## config.mk

```make
export PLATFORM = sky130hd
export DESIGN_NAME = seq_match_ctrl
export DESIGN_NICKNAME = d
export VERILOG_FILES = /design/src/rtl/seq_match_ctrl.sv
export SDC_FILE = /design/constraint.sdc
export NUM_CORES = 1
export LEC_CHECK = 0
export ABC_AREA = 1
export CORE_MARGIN = 5
export CORE_UTILIZATION = 40
export CTS_BUF_LIST = sky130_fd_sc_hd__clkbuf_4
export CTS_CLUSTER_SIZE = 12
export DETAILED_ROUTE_END_ITERATION = 6
export PLACE_DENSITY = 0.71
export SLEW_MARGIN = 10
export SYNTH_ARGS = -nofsm -noshare
export SYNTH_HDL_FRONTEND = slang
export SYNTH_SLANG_ARGS = --single-unit
```

## constraint.sdc

```tcl
create_clock -name clk -period 2.7 [get_ports clk]
set_clock_uncertainty 0.2 [all_clocks]
set_input_delay 0.405 -clock clk [delete_from_list [all_inputs] [get_ports clk]]
set_output_delay 0.405 -clock clk [all_outputs]
set_load 0.01 [all_outputs]
```

## src/rtl/seq_match_ctrl.sv

```systemverilog
// Run-time programmable serial pattern detector: holds pattern/len/overlap/threshold
// config, arms with start, pulses match per detected pattern and halts at threshold.
module seq_match_ctrl #(
    parameter  int MAX_LEN = 8,
    parameter  int CNT_W   = 8,
    localparam int LEN_W   = $clog2(MAX_LEN + 1)
) (
    input  logic               clk,
    input  logic               rst_n,
    input  logic               cfg_we,
    input  logic [MAX_LEN-1:0] cfg_pattern,
    input  logic [LEN_W-1:0]   cfg_len,
    input  logic               cfg_overlap,
    input  logic [CNT_W-1:0]   cfg_threshold,
    input  logic               start,
    input  logic               stop,
    input  logic               din_valid,
    input  logic               din,
    output logic               busy,
    output logic               match,
    output logic [CNT_W-1:0]   match_count,
    output logic               done,
    output logic               cfg_err,
    output logic [1:0]         dbg_state
);

    typedef enum logic [1:0] {
        S_IDLE = 2'd0,
        S_RUN  = 2'd1,
        S_DONE = 2'd2
    } state_t;

    state_t             state_q, state_d;
    logic [MAX_LEN-1:0] pat_q, pat_d;
    logic [LEN_W-1:0]   len_q, len_d;
    logic               ovl_q, ovl_d;
    logic [CNT_W-1:0]   thr_q, thr_d;
    logic [MAX_LEN-1:0] sr_q, sr_d;
    logic [LEN_W-1:0]   fill_q, fill_d;
    logic [CNT_W-1:0]   cnt_q, cnt_d;
    logic               match_q, match_d;
    logic               cfg_err_q, cfg_err_d;

    logic               len_legal, cfg_ok, run_entry, beat, hit, hit_thr;
    logic [MAX_LEN-1:0] sr_shift, len_mask;
    logic [LEN_W-1:0]   fill_inc;
    logic [CNT_W-1:0]   cnt_inc;

    // A beat on a stop cycle is dropped: the run is ending and its prefix is discarded.
    always_comb begin
        len_legal = (cfg_len != '0) && (cfg_len <= LEN_W'(MAX_LEN));
        cfg_ok    = cfg_we && (state_q != S_RUN) && len_legal;
        run_entry = (state_q != S_RUN) && start;
        beat      = (state_q == S_RUN) && !stop && din_valid;
        sr_shift  = {sr_q[MAX_LEN-2:0], din};
        fill_inc  = (fill_q == LEN_W'(MAX_LEN)) ? fill_q : fill_q + LEN_W'(1);
        len_mask  = ~({MAX_LEN{1'b1}} << len_q);
        hit       = (fill_inc >= len_q) && ((sr_shift & len_mask) == (pat_q & len_mask));
        cnt_inc   = (cnt_q == '1) ? cnt_q : cnt_q + CNT_W'(1);
        hit_thr   = beat && hit && (thr_q != '0) && (cnt_inc == thr_q);
    end

    always_ff @(posedge clk or negedge rst_n) begin
        if (!rst_n) begin
            state_q <= S_IDLE;
        end else begin
            state_q <= state_d;
        end
    end

    always_comb begin
        state_d = state_q;
        case (state_q)
            S_IDLE, S_DONE: if (start) state_d = S_RUN;
            S_RUN: begin
                if (stop)         state_d = S_IDLE;
                else if (hit_thr) state_d = S_DONE;
            end
            default: state_d = S_IDLE;
        endcase
    end

    always_comb begin
        busy      = (state_q == S_RUN);
        done      = (state_q == S_DONE);
        dbg_state = state_q;
    end

    // Config commits on the same edge as start, so a new run sees the new config.
    always_comb begin
        pat_d     = pat_q;
        len_d     = len_q;
        ovl_d     = ovl_q;
        thr_d     = thr_q;
        sr_d      = sr_q;
        fill_d    = fill_q;
        cnt_d     = cnt_q;
        match_d   = beat && hit;
        cfg_err_d = cfg_we && ((state_q == S_RUN) || !len_legal);
        if (cfg_ok) begin
            pat_d = cfg_pattern;
            len_d = cfg_len;
            ovl_d = cfg_overlap;
            thr_d = cfg_threshold;
        end
        if (run_entry) begin
            sr_d   = '0;
            fill_d = '0;
            cnt_d  = '0;
        end else if (beat) begin
            sr_d   = sr_shift;
            fill_d = (hit && !ovl_q) ? '0 : fill_inc;
            if (hit) cnt_d = cnt_inc;
        end
    end

    always_ff @(posedge clk or negedge rst_n) begin
        if (!rst_n) begin
            pat_q     <= '0;
            len_q     <= LEN_W'(1);
            ovl_q     <= 1'b1;
            thr_q     <= '0;
            sr_q      <= '0;
            fill_q    <= '0;
            cnt_q     <= '0;
            match_q   <= 1'b0;
            cfg_err_q <= 1'b0;
        end else begin
            pat_q     <= pat_d;
            len_q     <= len_d;
            ovl_q     <= ovl_d;
            thr_q     <= thr_d;
            sr_q      <= sr_d;
            fill_q    <= fill_d;
            cnt_q     <= cnt_d;
            match_q   <= match_d;
            cfg_err_q <= cfg_err_d;
        end
    end

    assign match       = match_q;
    assign match_count = cnt_q;
    assign cfg_err     = cfg_err_q;

endmodule

```

---- Word level (Yosys, flattened, before mapping) ----
Index checks and enable logic that the tools add are counted.
word-level totals
  register bits ........................... 44
  bits in latches ......................... 0
  bits in writable memories ............... 0
  bits in read-only memories .............. 0
  input bits .............................. 28
  word-level logic and storage cells ...... 65
  memories kept ........................... 0
cells by class
  $add $sub $neg .......................... 2
  $mul .................................... 0
  div/mod/pow operators ................... 0
  order comparisons ....................... 2
  equal/unequal tests ..................... 9
  shift-type cells ........................ 1
  multiplexer cells ....................... 14
  bitwise operators ....................... 3
  reductions and logical operators ........ 24
operators with widths
  kind                 count
  $mux 8               4
  $and 8x8->8          2
  $eq 8x8->1           2
  $mux 4               4
  $mux 7               2
  $logic_and 1x1->1    12
  $add 8x1->8 const B  1
  $eq 8x8->1 const B   1
  $not 8->8            1
  $reduce_bool 8->1    1
  $shl 8x4->8 const A  1
  $mux 2               3
  $add 4x1->4 const B  1
  $eq 4x4->1 const B   1
  $ge 4x4->1           1
  $le 4x4->1 const B   1
  $pmux 2 s2           1
  $reduce_and 2->1     2
  $reduce_bool 2->1    2
  $reduce_bool 4->1    1
  $logic_not 1->1      3
  $ne 3x2->1 const B   1
  $eq 2x1->1 const B   1
  $eq 2x2->1 const B   1
  5 further kinds      5

---- Longest topological paths before layout ----
  depth in word-level cells ............... 11
  depth in mapped cells ................... 16
  mapped depth without buffers ............ 16

---- Least setup slack after synthesis ----
Ideal clock, no wire load.
  path type ............................... register -> register
  from .................................... register fill_q[0]
  to ...................................... register cnt_q[3] (netlist: match_count[3])
  data arrival time ....................... 1.964 ns
  setup slack ............................. 0.453 ns
  cell stages (with the launch flop) ...... 13
  buffers on the path ..................... 0
  clock period less this slack ............ 2.247 ns
  cells stage by stage .................... dfrtp_1 > inv_1 > ha_1 > nand3_1 > xor2_1 > ha_1 > nand4_1 > nand3_1 > nand4_4 > clkinv_2 > nor2_1 > inv_1 > o21ai_0
between the ends
  word-level cells in the longest chain between the ends .. 6
  elaborated cells between the ends (all ways) .. 7
  those cells by class .................... 1 x add/sub; 1 x order compare; 1 x eq/ne; 1 x mux; 3 x reduce/logical
RTL lines
  element                                    RTL line  RTL
  start: declaration                         39        logic [LEN_W-1:0] fill_q, fill_d;
  start signal: assignment                   134       fill_q <= fill_d;
  $add 4x1->4 or $eq 4x4->1 (tied branches)  56        fill_inc = (fill_q == LEN_W'(MAX_LEN)) ? fill_q : fill_q + LEN_W'(1);
  $mux 4 (*)                                 56
  $ge 4x4->1 (*)                             58        hit = (fill_inc >= len_q) && ((sr_shift & len_mask) == (pat_q & len_mask));
  $logic_and 1x1->1 (*)                      58
  $reduce_bool 2->1 (no source line) (*)     --
  $reduce_and 2->1 (no source line) (*)      --
  end signal: assignment                     135       cnt_q <= cnt_d;
  end: declaration                           40        logic [CNT_W-1:0] cnt_q, cnt_d;
Every way passes the cells marked *; elsewhere a longest branch is shown, timed or not.
A chain may end at the register's enable or synchronous reset.

---- Final worst setup path ----
  from .................................... register fill_q[0]
  to ...................................... register cnt_q[5] (netlist: match_count[5])
Same word-level chain as after synthesis.

==> run summary <==
==================================================================================
Post-route minimum period                                                 2.464 ns
Upper clock frequency limit                                             0.4059 GHz
Later-pin clock latency in the skew report                                 0.35 ns
Class of the most critical hold timing path                           primary input to asynchronous set/reset pin
Number of vias per cell                                                      4.884
Clock Root Buffer                                                         clkbuf_4
Leakage power figure                                                   0.001510 uW
Number of setup violations in the final report                                   0
Total nets after synthesis                                                     342
Post-route ant nets                                                              0
Area contributors post-synth                                          dfrtp_1, nand2_1, inv_1
Final weighted congestion in routability-driven placement                   0.8761
Delay contributed by the slowest stage of the critical path                0.43 ns
1st-iter DRT viols                                                              67
Dominant cell by count in the synthesized netlist                          nand2_1
Number of register bits inferred by synthesis                                   44
Post-synthesis sequential area ratio                                        44.91%
Worst-path cell with the longest stage delay                               dfrtp_1
Kind of cell with the highest combined delay on the critical path     simple AND/OR/NAND/NOR gates
Cell accounting for the most synthesized area                              dfrtp_1
DIE AREA                                                                  7811 um2
Setup TNS                                                                     0 ns
Fraction of power spent switching nets                                      31.57%
Number of fill cells in the layout                                             597
Maximum resistive drop on vdd                                            0.3200 mV
Type of the worst setup path                                          flip-flop to flip-flop
GR Util All Layers                                                          14.76%
Leading cell types by count after synthesis                           nand2_1, inv_1, dfrtp_1
Maxcap violations                                                                0
Share of final-layout standard cells stronger than drive strength 1         10.42%
Count of flip-flops with a built-in enable after synthesis                       0
Global-route wire length before repair                                     9052 um
Kind of end point of the critical path                                   flip-flop
Number of antenna diodes                                                         0
Worst Path Max Fanout                                                            8
Dpl cell area                                                             2954 um2
Initial cell density of the core                                            41.26%
Initial antenna violation count                                                  0
Number of remaining DRC errors                                                   0
Outcome                                                               complete, no violations
Number of H-tree levels                                                          2
Vias in the first global route                                                2023
Clock transition at the registers of the reported paths                    0.14 ns
Synthesized instance count                                                     307
Routed WL per cell                                                        12.35 um
Final count of hold timing violations                                            0
Unrepaired setup endpoints after global routing                              false
Worst path most repeated cell                                                inv_1
Congestion Overflow GR                                                           0
Clock power frac                                                             23.8%
Combinational group share of total power                                     28.2%
Data arrival time of the worst path                                        2.55 ns
Most common flop cell mapped by yosys                                      dfrtp_1
CP cell instances                                                     buf_4 > nand3_1 > xor2_1 > inv_1 > ha_1 > a21oi_1 > nand3_2 > nand4_4 > clkinv_2 > nor2_2 > inv_1 > o21ai_0
TritonRoute pass-1 iters                                                         4
Average cell area after synthesis                                        8.004 um2
Area share of the leading cell type in the synthesized netlist              42.77%
Count of pins on the block boundary                                             42
Count of standard-cell rows                                                     28
Final Max Tran Viols                                                             0
Clock buffers created by TritonCTS                                               5
Final-stage net count                                                          389
Largest buffer count on any clock path                                           2
Final period util                                                           91.25%
Count of port buffers added during placement                                    41
Pin count of the biggest net entering global routing                            35
Placeable core region                                                     5956 um2
Area growth from synthesis to layout                                        24.80%
Buffering stage count on the worst path with inverters included                  4
Int Power                                                                  1185 uW
Tightest Pin Transition                                                  0.3789 ns
Chip width                                                                88.38 um
Worst EP required                                                          2.78 ns
Clk sink count                                                                  44
Net switching power                                                       547.0 uW
Vias                                                                          2100
Sequential share of power                                                    48.1%
Crit path launch type                                                    flip-flop
Die H                                                                     88.38 um
Half-perimeter wire length after detailed placement                        4131 um
Post-synth ARST share                                                       100.0%
Power per Cell Area                                                   564.9 nW/um2
Synthesis Warnings                                                               0
Netlist Area Pre-Place                                                    2457 um2
Relative slew slack                                                         74.74%
TritonCTS clock tree                                                           yes
Synth unique cells                                                              30
Post-route cell area                                                      3067 um2
Detailed-route wire length                                                 5309 um
==================================================================================
## per-layer routing
| layer | GRT usage [%] | vias to the layer above | routed length, um |
|---|---|---|---|
| met5 | 0 | - | 0 |
| met4 | 3.846 | 0 | 29 |
| met3 | 3.259 | 4 | 323 |
| met2 | 24.81 | 56 | 2604 |
| met1 | 19.30 | 959 | 2352 |
| li1 | - | 1081 | - |
## stage by stage
step / util [%] / hold slack [ns] / setup slack [ns] / power (uW) / cells
after detailed placement: 49.60 / 0.1327 / 0.1474 / 1324 / 420
after CTS: 51.11 / 0.2626 / 0.1284 / 1742 / 429
after global placement: 49.60 / 0.1282 / 0.3480 / 1310 / 420
after floorplan: - / -0.09059 / 0.4534 / 1163 / 307
final: 51.49 / 0.2716 / 0.2363 / 1732 / 430
after global routing: 51.49 / 0.2812 / 0.01239 / 1868 / 430
## path summary, 6_finish.rpt
check / endpoint / cells past startpoint / slack [ns] / start
setup reg to reg: match_count[5] / 12 / 0.24 / fill_q[0]
hold / removal: match / 2 / 0.27 / rst_n
hold reg to reg: pat_q[0] / 2 / 0.34 / pat_q[0]
min in group clk: pat_q[0] / 2 / 0.34 / pat_q[0]
max in group asynchronous: len_q[0] / 3 / 1.27 / rst_n
setup / recovery: match_count[5] / 12 / 0.24 / fill_q[0]
## layout make-up
type                    instances  area (um2)  share of cell area, %
multi-input cells             208        1150                  37.49
well taps                      75       93.84                  3.060
clock inverters                 2       35.03                  1.142
inverters                      50       188.9                  6.161
flip-flops and latches         44        1104                  35.99
clock buffers                   6       45.04                  1.469
repair buffers                 45       450.4                  14.69
## placed cells by master, fill, tap and decap left out, drive strengths merged
master          n
nand2          71
inv            49
dfrtp          42
clkdlybuf4s50  40
nor2           33
nand3          29
a21oi          13
o21ai          13
o22ai           9
mux2            8
ha              7
xor2            7
nand4           7
clkbuf          6
buf             4
or2             3
o21bai          2
clkinv          2
o32ai           2
a22o            2
dfstp           2
xnor2           1
o31ai           1
bufinv          1
dlygate4sd3     1
## cell families after synthesis
logic type,Yosys count,share of synthesized area (%)
xor gates and xnor gates,8,2.851
DFF,44,44.91
buffers and inverters,55,8.910
AOI/OAI and AO/OA,42,9.929
muxes,8,3.666
and+or+nand+nor,143,26.17
adders and majority gates,7,3.564
## state kept, by name, summed over array words and instances, names as in the netlist
| register | count |
|---|---|
| cfg_err | 1 |
| dbg_state | 2 |
| fill_q | 4 |
| len_q | 4 |
| match | 1 |
| match_count | 8 |
| ovl_q | 1 |
| pat_q | 8 |
| sr_q | 7 |
| thr_q | 8 |
## power groups by stage
stage          combinational, uW  clock (uW)  sequential, uW
2_1_floorplan                337           0             826
5_1_grt                      559         462             847
6_report                     488         412             833
4_1_cts                      480         428             834
3_5_place_dp                 477           0             847
3_3_place_gp                 467           0             843
## timing repair
| item | in CTS | in global routing |
|---|---|---|
| gates resized for setup | 0 | 6 |
| setup buffers | 0 | 1 |
| setup endpoints to repair | 0 | 7 |
| endpoints found under the hold margin | 14 | 0 |
| hold buffers | 1 | 0 |
Note: power is estimated with default switching activity, not from simulation.
